==> src/rtl/fifo_wm.sv <==
// fifo_wm: valid/ready FIFO with a fill-level output, almost-full/almost-empty
// watermarks, a synchronous flush and an optional same-cycle empty bypass.
//
// Handshake: a word moves on a rising edge where valid and ready are both high.
// The sender holds data and valid until the transfer, and valid never depends
// on ready. data_in_ready_o may depend on data_out_ready_i: a full FIFO that is
// popped in the same cycle still accepts a word.
module fifo_wm #(
  parameter int Datawidth   = 16,
  parameter int Depth       = 8,
  parameter int AlmostFull  = 6,
  parameter int AlmostEmpty = 2,
  parameter int Bypass      = 1
) (
  input  logic                         clk_i,
  input  logic                         srst_i,
  input  logic                         flush_i,
  input  logic [Datawidth-1:0]         data_in_i,
  input  logic                         data_in_valid_i,
  output logic                         data_in_ready_o,
  output logic [Datawidth-1:0]         data_out_o,
  output logic                         data_out_valid_o,
  input  logic                         data_out_ready_i,
  output logic [$clog2(Depth+1)-1:0]   count_o,
  output logic                         almost_full_o,
  output logic                         almost_empty_o
);

  localparam int AW = $clog2(Depth);
  localparam int CW = $clog2(Depth + 1);
  localparam bit BypassEn = (Bypass != 0);
  localparam logic [AW:0]   PtrOne  = (AW + 1)'(1);
  localparam logic [CW-1:0] CntOne  = CW'(1);
  localparam logic [CW-1:0] AfLevel = CW'(AlmostFull);
  localparam logic [CW-1:0] AeLevel = CW'(AlmostEmpty);

  // Pointers carry one extra wrap bit so full and empty are distinguishable
  // without a separate flag.
  logic [AW:0]          wr_ptr_q, wr_ptr_d;
  logic [AW:0]          rd_ptr_q, rd_ptr_d;
  logic [CW-1:0]        count_q, count_d;
  logic [Datawidth-1:0] mem_q [Depth];

  logic full, empty, blocked;
  logic push, pop, bypass_hit, wr_en, rd_en;

  assign empty   = (wr_ptr_q == rd_ptr_q);
  assign full    = (wr_ptr_q[AW-1:0] == rd_ptr_q[AW-1:0]) &&
                   (wr_ptr_q[AW] != rd_ptr_q[AW]);
  // Reset and flush both hide the FIFO from its neighbours so nothing transfers.
  assign blocked = srst_i | flush_i;

  assign data_in_ready_o  = ~blocked & (~full | data_out_ready_i);
  assign data_out_valid_o = ~blocked & (~empty | (BypassEn & data_in_valid_i));
  assign data_out_o       = (BypassEn && empty) ? data_in_i
                                                : mem_q[rd_ptr_q[AW-1:0]];

  assign push       = data_in_valid_i & data_in_ready_o;
  assign pop        = data_out_valid_o & data_out_ready_i;
  // A word that goes straight through an empty FIFO never touches storage.
  assign bypass_hit = BypassEn & empty & push & pop;
  assign wr_en      = push & ~bypass_hit;
  assign rd_en      = pop & ~bypass_hit;

  assign count_o        = count_q;
  assign almost_full_o  = (count_q >= AfLevel);
  assign almost_empty_o = (count_q <= AeLevel);

  // Next-state for pointers and fill level; flush clears everything.
  always_comb begin
    wr_ptr_d = wr_ptr_q;
    rd_ptr_d = rd_ptr_q;
    count_d  = count_q;
    if (wr_en) wr_ptr_d = wr_ptr_q + PtrOne;
    if (rd_en) rd_ptr_d = rd_ptr_q + PtrOne;
    case ({wr_en, rd_en})
      2'b10:   count_d = count_q + CntOne;
      2'b01:   count_d = count_q - CntOne;
      default: count_d = count_q;
    endcase
    if (flush_i) begin
      wr_ptr_d = '0;
      rd_ptr_d = '0;
      count_d  = '0;
    end
  end

  // Control state registers; reset wins over flush.
  always_ff @(posedge clk_i) begin
    if (srst_i) begin
      wr_ptr_q <= '0;
      rd_ptr_q <= '0;
      count_q  <= '0;
    end else begin
      wr_ptr_q <= wr_ptr_d;
      rd_ptr_q <= rd_ptr_d;
      count_q  <= count_d;
    end
  end

  // Storage write; the array itself is never reset.
  always_ff @(posedge clk_i) begin
    if (wr_en) mem_q[wr_ptr_q[AW-1:0]] <= data_in_i;
  end

endmodule

==> config.mk <==
export PLATFORM = sky130hd
export DESIGN_NAME = fifo_wm
export DESIGN_NICKNAME = d
export VERILOG_FILES = /design/src/rtl/fifo_wm.sv
export SDC_FILE = /design/constraint.sdc
export NUM_CORES = 1
export LEC_CHECK = 0
export CELL_PAD_IN_SITES_DETAIL_PLACEMENT = 0
export CELL_PAD_IN_SITES_GLOBAL_PLACEMENT = 2
export CORE_MARGIN = 2
export CORE_UTILIZATION = 46
export CTS_BUF_LIST = sky130_fd_sc_hd__clkbuf_8
export DETAILED_ROUTE_END_ITERATION = 16
export GPL_TIMING_DRIVEN = 1
export PLACE_DENSITY_LB_ADDON = 0.12
export REMOVE_ABC_BUFFERS = 1
export SYNTH_ARGS = -nofsm -noshare
export SYNTH_HDL_FRONTEND = slang
export SYNTH_SLANG_ARGS = --single-unit
==> constraint.sdc <==
create_clock -name clk_i -period 4.2 [get_ports clk_i]
set_input_delay 0.84 -clock clk_i [delete_from_list [all_inputs] [get_ports clk_i]]
set_output_delay 0.84 -clock clk_i [all_outputs]
set_load 0.1 [all_outputs]
Word-level counts from Yosys, hierarchy flattened
Memory sizes are Yosys's and may differ from the RTL's. A register that Yosys moved wholly into a read port is not among the register bits.
Cells that the tools add are included.
{ "classes": {"n_addsub": 4, "multipliers": 0, "div": 0, "n_lt_le_gt_ge": 2, "n_eq_ne": 5, "shifts": 0, "n_mux": 6, "n_bitwise": 15, "reduce_logical": 3} }
{ "ops": {"columns": ["op", "count"], "rows": [
  ["$mux 16", 1],
  ["$add 4x1->4 const B", 3],
  ["$and 1x1->1", 8],
  ["$pmux 4 s2", 1],
  ["$mux 3", 2],
  ["$eq 4x4->1", 1],
  ["$ge 4x3->1 const B", 1],
  ["$le 4x2->1 const B", 1],
  ["$not 1->1", 4],
  ["$sub 4x1->4 const B", 1],
  ["$eq 3x3->1", 1],
  ["$or 1x1->1", 3],
  ["$eq 2x1->1 const B", 1],
  ["$eq 2x2->1 const B", 1],
  ["$mux 1", 2],
  ["$reduce_bool 2->1", 1],
  ["$reduce_or 2->1", 1],
  ["$logic_and 1x1->1", 1],
  ["$ne 1x1->1", 1]
]} }
{ "word_totals": {"reg_bits": 12, "latch_bits": 0, "mem_bits_rw": 128, "romBits": 0, "inputBits": 21, "out_inout_bits": 24, "wordCells": 39, "n_memories": 1} }
{ "mem_list": {"columns": ["name", "depth", "width", "rd", "rd_clocked_by_memory_dff", "write_ports", "line_no", "text"], "rows": [
  ["mem_q", 8, 16, 1, 1, 1, "42", "logic [Datawidth-1:0] mem_q [Depth];"]
]} }

Depth between registers and ports, before layout
{ "depth": {"depth_word": 12, "mapped_depth": 11, "mapped_depth_nobuf": 10} }

Least setup slack after synthesis
Ideal clock, no wire load.
{ "synth_timing": {"path_type": "register to output", "start": "reg wr_ptr_q[1]", "end": "out data_out_o[10]", "arrival_time_ns": 3.260, "t_required_ns": 3.360, "path_slack_ns": 0.100, "path_stages_with_launch": 6, "n_path_buf": 2, "path_cell_list": "dfxtp_1 buf_2 xor2_4 nor4_2 clkbuf_1 o21ai_0"} }
{ "synth_via": {"elab_chain_cells": 2} }
{ "synth_rtl": {"columns": ["element", "line_no", "text"], "rows": [
  ["start: declaration", "39", "logic [AW:0] wr_ptr_q, wr_ptr_d;"],
  ["start signal: assignment", "95", "wr_ptr_q <= wr_ptr_d;"],
  ["$eq 4x4->1", "47", "assign empty = (wr_ptr_q == rd_ptr_q);"],
  ["$mux 16", "55", "assign data_out_o = (BypassEn && empty) ? data_in_i"],
  ["end: declaration", "21", "output logic [Datawidth-1:0] data_out_o,"]
]} }
Every way passes these cells.

Worst setup path after layout
{ "layout_timing": {"start": "reg wr_ptr_q[1]", "end": "out data_out_o[13]"} }
The elaborated chain is that of the path after synthesis.

==> impl_metrics.csv <==
group,metric,value,unit
synthesis,synthDominantAreaCellType,"sky130_fd_sc_hd__edfxtp_1",
floorplanning,core_area,12620,um^2
drt,remaining_drc_errors,0,
sta,hold_viol,0,
cts,clk_latency,0.42,ns
final_layout,finalNetCount,416,
cts,cts_max_path_buffers,2,
cts,clock-root-buffer,"sky130_fd_sc_hd__clkbuf_8",
synthesis,count_of_flip_flops_with_a_built_in_enable_after_synthesis,128,
cts,clock-sinks,143,
synthesis,postSynthRegisterBits,143,
drt,route.detailed.vias_per_inst,5.334,
synthesis,synth_seq_area_share,0.6990,
power_and_ir_drop,p_total,2.793,mW
drt,antenna_violation_net_count_after_detailed_routing,0,
synthesis,post_synthesis_mux_area_share,0.1537,
critical_path,cp_common_cell,"sky130_fd_sc_hd__buf_4",
synthesis,yosys.area.top_type_share,0.6484,
cts,ctsHtreeMaxLevel,4,
place,io_buffers,44,
final_layout,highest_count_cells_in_the_layout_ignoring_fill_and_taps,"128 x sky130_fd_sc_hd__edfxtp_1, 34 x sky130_fd_sc_hd__buf_4, 32 x sky130_fd_sc_hd__mux4_2, 26 x sky130_fd_sc_hd__clkdlybuf4s50_1, 21 x sky130_fd_sc_hd__clkbuf_8",
sta,hold_ws,0.5208,ns
synthesis,async_flop_share,0,
synthesis,synth_cell_types,34,
sta,final.period_utilization,0.8072,
critical_path,end_kind,"output port",
drt,first_iter_violations,178,
synthesis,synthesis.instances,328,
grt,global_route.overflow_total,0,
final_layout,syn2layout_area_growth,17.64,%
cts,postCtsResizedCells,0,
floorplanning,die_h,117.5,um
floorplanning,rows,41,
final_layout,final_common_cell,"sky130_fd_sc_hd__edfxtp_1",
synthesis,synth_simple_gate_area_share,0.04686,
floorplanning,fp.dieArea,13810,um^2
synthesis,yosys_warn_count,0,
critical_path,r2r-end,"count_o[3]",
sta,fin_skew,0.007183,ns
grt,number_of_antenna_violations_at_the_first_check_in_global_routing,0,
synthesis,synthesis.area,5928,um^2
status,run_status,"completed",
grt,globalRouteTotalUtil,0.1689,
power_and_ir_drop,cellLeakagePower,2.302,nW
critical_path,critPathRequiredTime,3.36,ns
power_and_ir_drop,power_density,400.5,nW/um^2
critical_path,ff_to_ff_path_depth,9,
hold_path,holdCritPathClass,"reg -> reg",
floorplanning,start_util,0.4698,
floorplanning,die_x,117.5,um
critical_path,path_class,"reg -> out",
synthesis,synth_adder_area_share,0.01393,
sta,finalMaxSlewViolations,0,
cts,post-cts-setup-buffers,0,
critical_path,critPathMaxFanout,33,
grt,first_global_vias,3128,
place,hpwlAfterDp,6.644,mm
critical_path,slowest_stage,"sky130_fd_sc_hd__dfxtp_1",
drt,dr_total_vias,3062,
drt,total_detailed_routing_wirelength,11.20,mm
final_layout,antenna_cells_inserted,0,
sta,setup_repair_after_global_routing_missed_its_margin,"no",
floorplanning,boundaryPins,45,
critical_path,setup.worst_path.start_class,"flip-flop",
cts,hold_buffers,0,
cts,tritoncts_buffers,17,
synthesis,synth-compound-area-share,0.04263,
critical_path,worstSetupEndpoint,"data_out_o[13]",
critical_path,cp-startpoint,"wr_ptr_q[1]",
critical_path,timing.critical_path.slowest_cell_delay,0.66,ns
synthesis,ys.flop_type,"sky130_fd_sc_hd__edfxtp_1",
sta,setup_violations,0,
place,place.gp.congestion,0.7477,
drt,drt-wirelength-per-cell,19.52,um
critical_path,worstPathCellList,"xor2_4 > nor4_4 > buf_4 > nand2_1 > o21ai_0 > buf_4",
grt,grt_start_max_net_pins,34,
cts,clk_pin_slew,0.07,ns
critical_path,ff2ff_setup_slack,1.29,ns
sta,timing.max_slew.rel_slack,0.3518,
grt,wire_length_of_the_first_global_routing_pass,17.26,mm
sta,maxClockFrequency,0.2950,GHz
sta,timing.final.crit_period,3.390,ns
power_and_ir_drop,worst_ir_drop_vdd,0.0001658,V
final_layout,layout-drive-gt1-share,0.2687,
synthesis,dominant_combinational_cell_family_by_area_after_synthesis,"multiplexers",
cts,cts_tree,"yes",
synthesis,syn-mean-instance-area,18.07,um^2
flow_run,cap_violations,0,
sta,timing_worst_slew_pin_value,0.9692,ns
critical_path,arrival_time_reported_for_the_critical_path_endpoint,2.55,ns
synthesis,synth_xor_area_frac,0.02533,
critical_path,worstReg2RegStart,"wr_ptr_q[1]",
synthesis,synth_top_cells_by_area,"sky130_fd_sc_hd__edfxtp_1 65%, sky130_fd_sc_hd__mux4_2 12%, sky130_fd_sc_hd__dfxtp_1 5.1%, sky130_fd_sc_hd__mux2i_1 3.2%, sky130_fd_sc_hd__o21ai_0 1.6%",
drt,first_pass_iters,5,
-- how the worst min path moves through the flow --
stage / cells past startpoint / slack, ns / to / start
after global routing: 2 / 0.56 / count_o[3] / count_o[3]
after floorplan: 2 / 0.49 / rd_ptr_q[3] / rd_ptr_q[3]
after global placement: 2 / 0.52 / count_o[3] / count_o[3]
after detailed placement: 2 / 0.51 / count_o[3] / count_o[3]
final: 2 / 0.52 / count_o[3] / count_o[3]
after CTS: 2 / 0.53 / count_o[3] / count_o[3]
-- kinds of logic (layout without fill, tap and decap cells) --
kind of cell    after synthesis  in the layout
flops                       143            143
xor+xnor                      9              9
fa+ha+maj                     6              6
compound gates               35             35
buf+inv                      26            100
simple gates                 58             58
mux                          51             51
-- report_power, final --
part           switching (mW)  total, mW  internal [mW]
sequential            0.00355       1.56           1.55
combinational           0.184      0.247         0.0634
clock                   0.474      0.991          0.517
total                   0.661       2.79           2.13
-- metrics by stage --
step	worst slack, ns	util	instance area, um^2	setup TNS (ns)	instances
6_report	0.8100	0.5526	6974	0	574
5_1_grt	0.6336	0.5526	6974	0	574
4_1_cts	0.7558	0.5526	6974	0	574
3_5_place_dp	0.5629	0.5237	6609	0	542
3_3_place_gp	0.6342	0.5237	6609	0	542
2_1_floorplan	-0.7262	-	5848	-10.89	310
-- Yosys cell counts (5+ instances only) --
library cell,n
sky130_fd_sc_hd__edfxtp_1,128
sky130_fd_sc_hd__mux4_2,32
sky130_fd_sc_hd__mux2i_1,19
sky130_fd_sc_hd__nand2_1,19
sky130_fd_sc_hd__o21ai_0,19
sky130_fd_sc_hd__nor2_1,16
sky130_fd_sc_hd__dfxtp_1,15
sky130_fd_sc_hd__buf_2,8
sky130_fd_sc_hd__inv_1,8
sky130_fd_sc_hd__a21oi_1,7
sky130_fd_sc_hd__clkbuf_1,6
sky130_fd_sc_hd__ha_1,5
sky130_fd_sc_hd__nor3_1,5
sky130_fd_sc_hd__or3_1,5
-- sequential cells by signal, summed over array words and instances (netlist names), named ones only --
signal    cells
mem_q       128
count_o       4
rd_ptr_q      4
wr_ptr_q      4
-- per-layer routing --
| metal | up-vias | global-route usage | wire length (um) |
|---|---|---|---|
| met3 | 9 | 0.03876 | 336 |
| met1 | 1587 | 0.2248 | 5113 |
| met2 | 53 | 0.2767 | 5636 |
| met5 | - | 0 | 0 |
| met4 | 0 | 0.05798 | 116 |
| li1 | 1413 | - | - |
-- critical path, delay by kind of cell (launching register included) --
family	cells	cell delay, ns
buffers and inverters	2	0.73
flip-flops	1	0.66
AND/OR/NAND/NOR	2	0.37
XOR/XNOR	1	0.23
AO/OA/AOI/OAI	1	0.13
-- layout make-up --
cell class | instances | area [um^2]
clock inverter | 11 | 76.32
timing repair buffer | 60 | 515.5
clock buffer | 21 | 289.0
sequential | 143 | 4145
fill | 1022 | 5645
inverter | 8 | 30.03
tap | 172 | 215.2
multi-input combinational | 159 | 1703
Note: power is estimated with default switching activity, not from simulation.
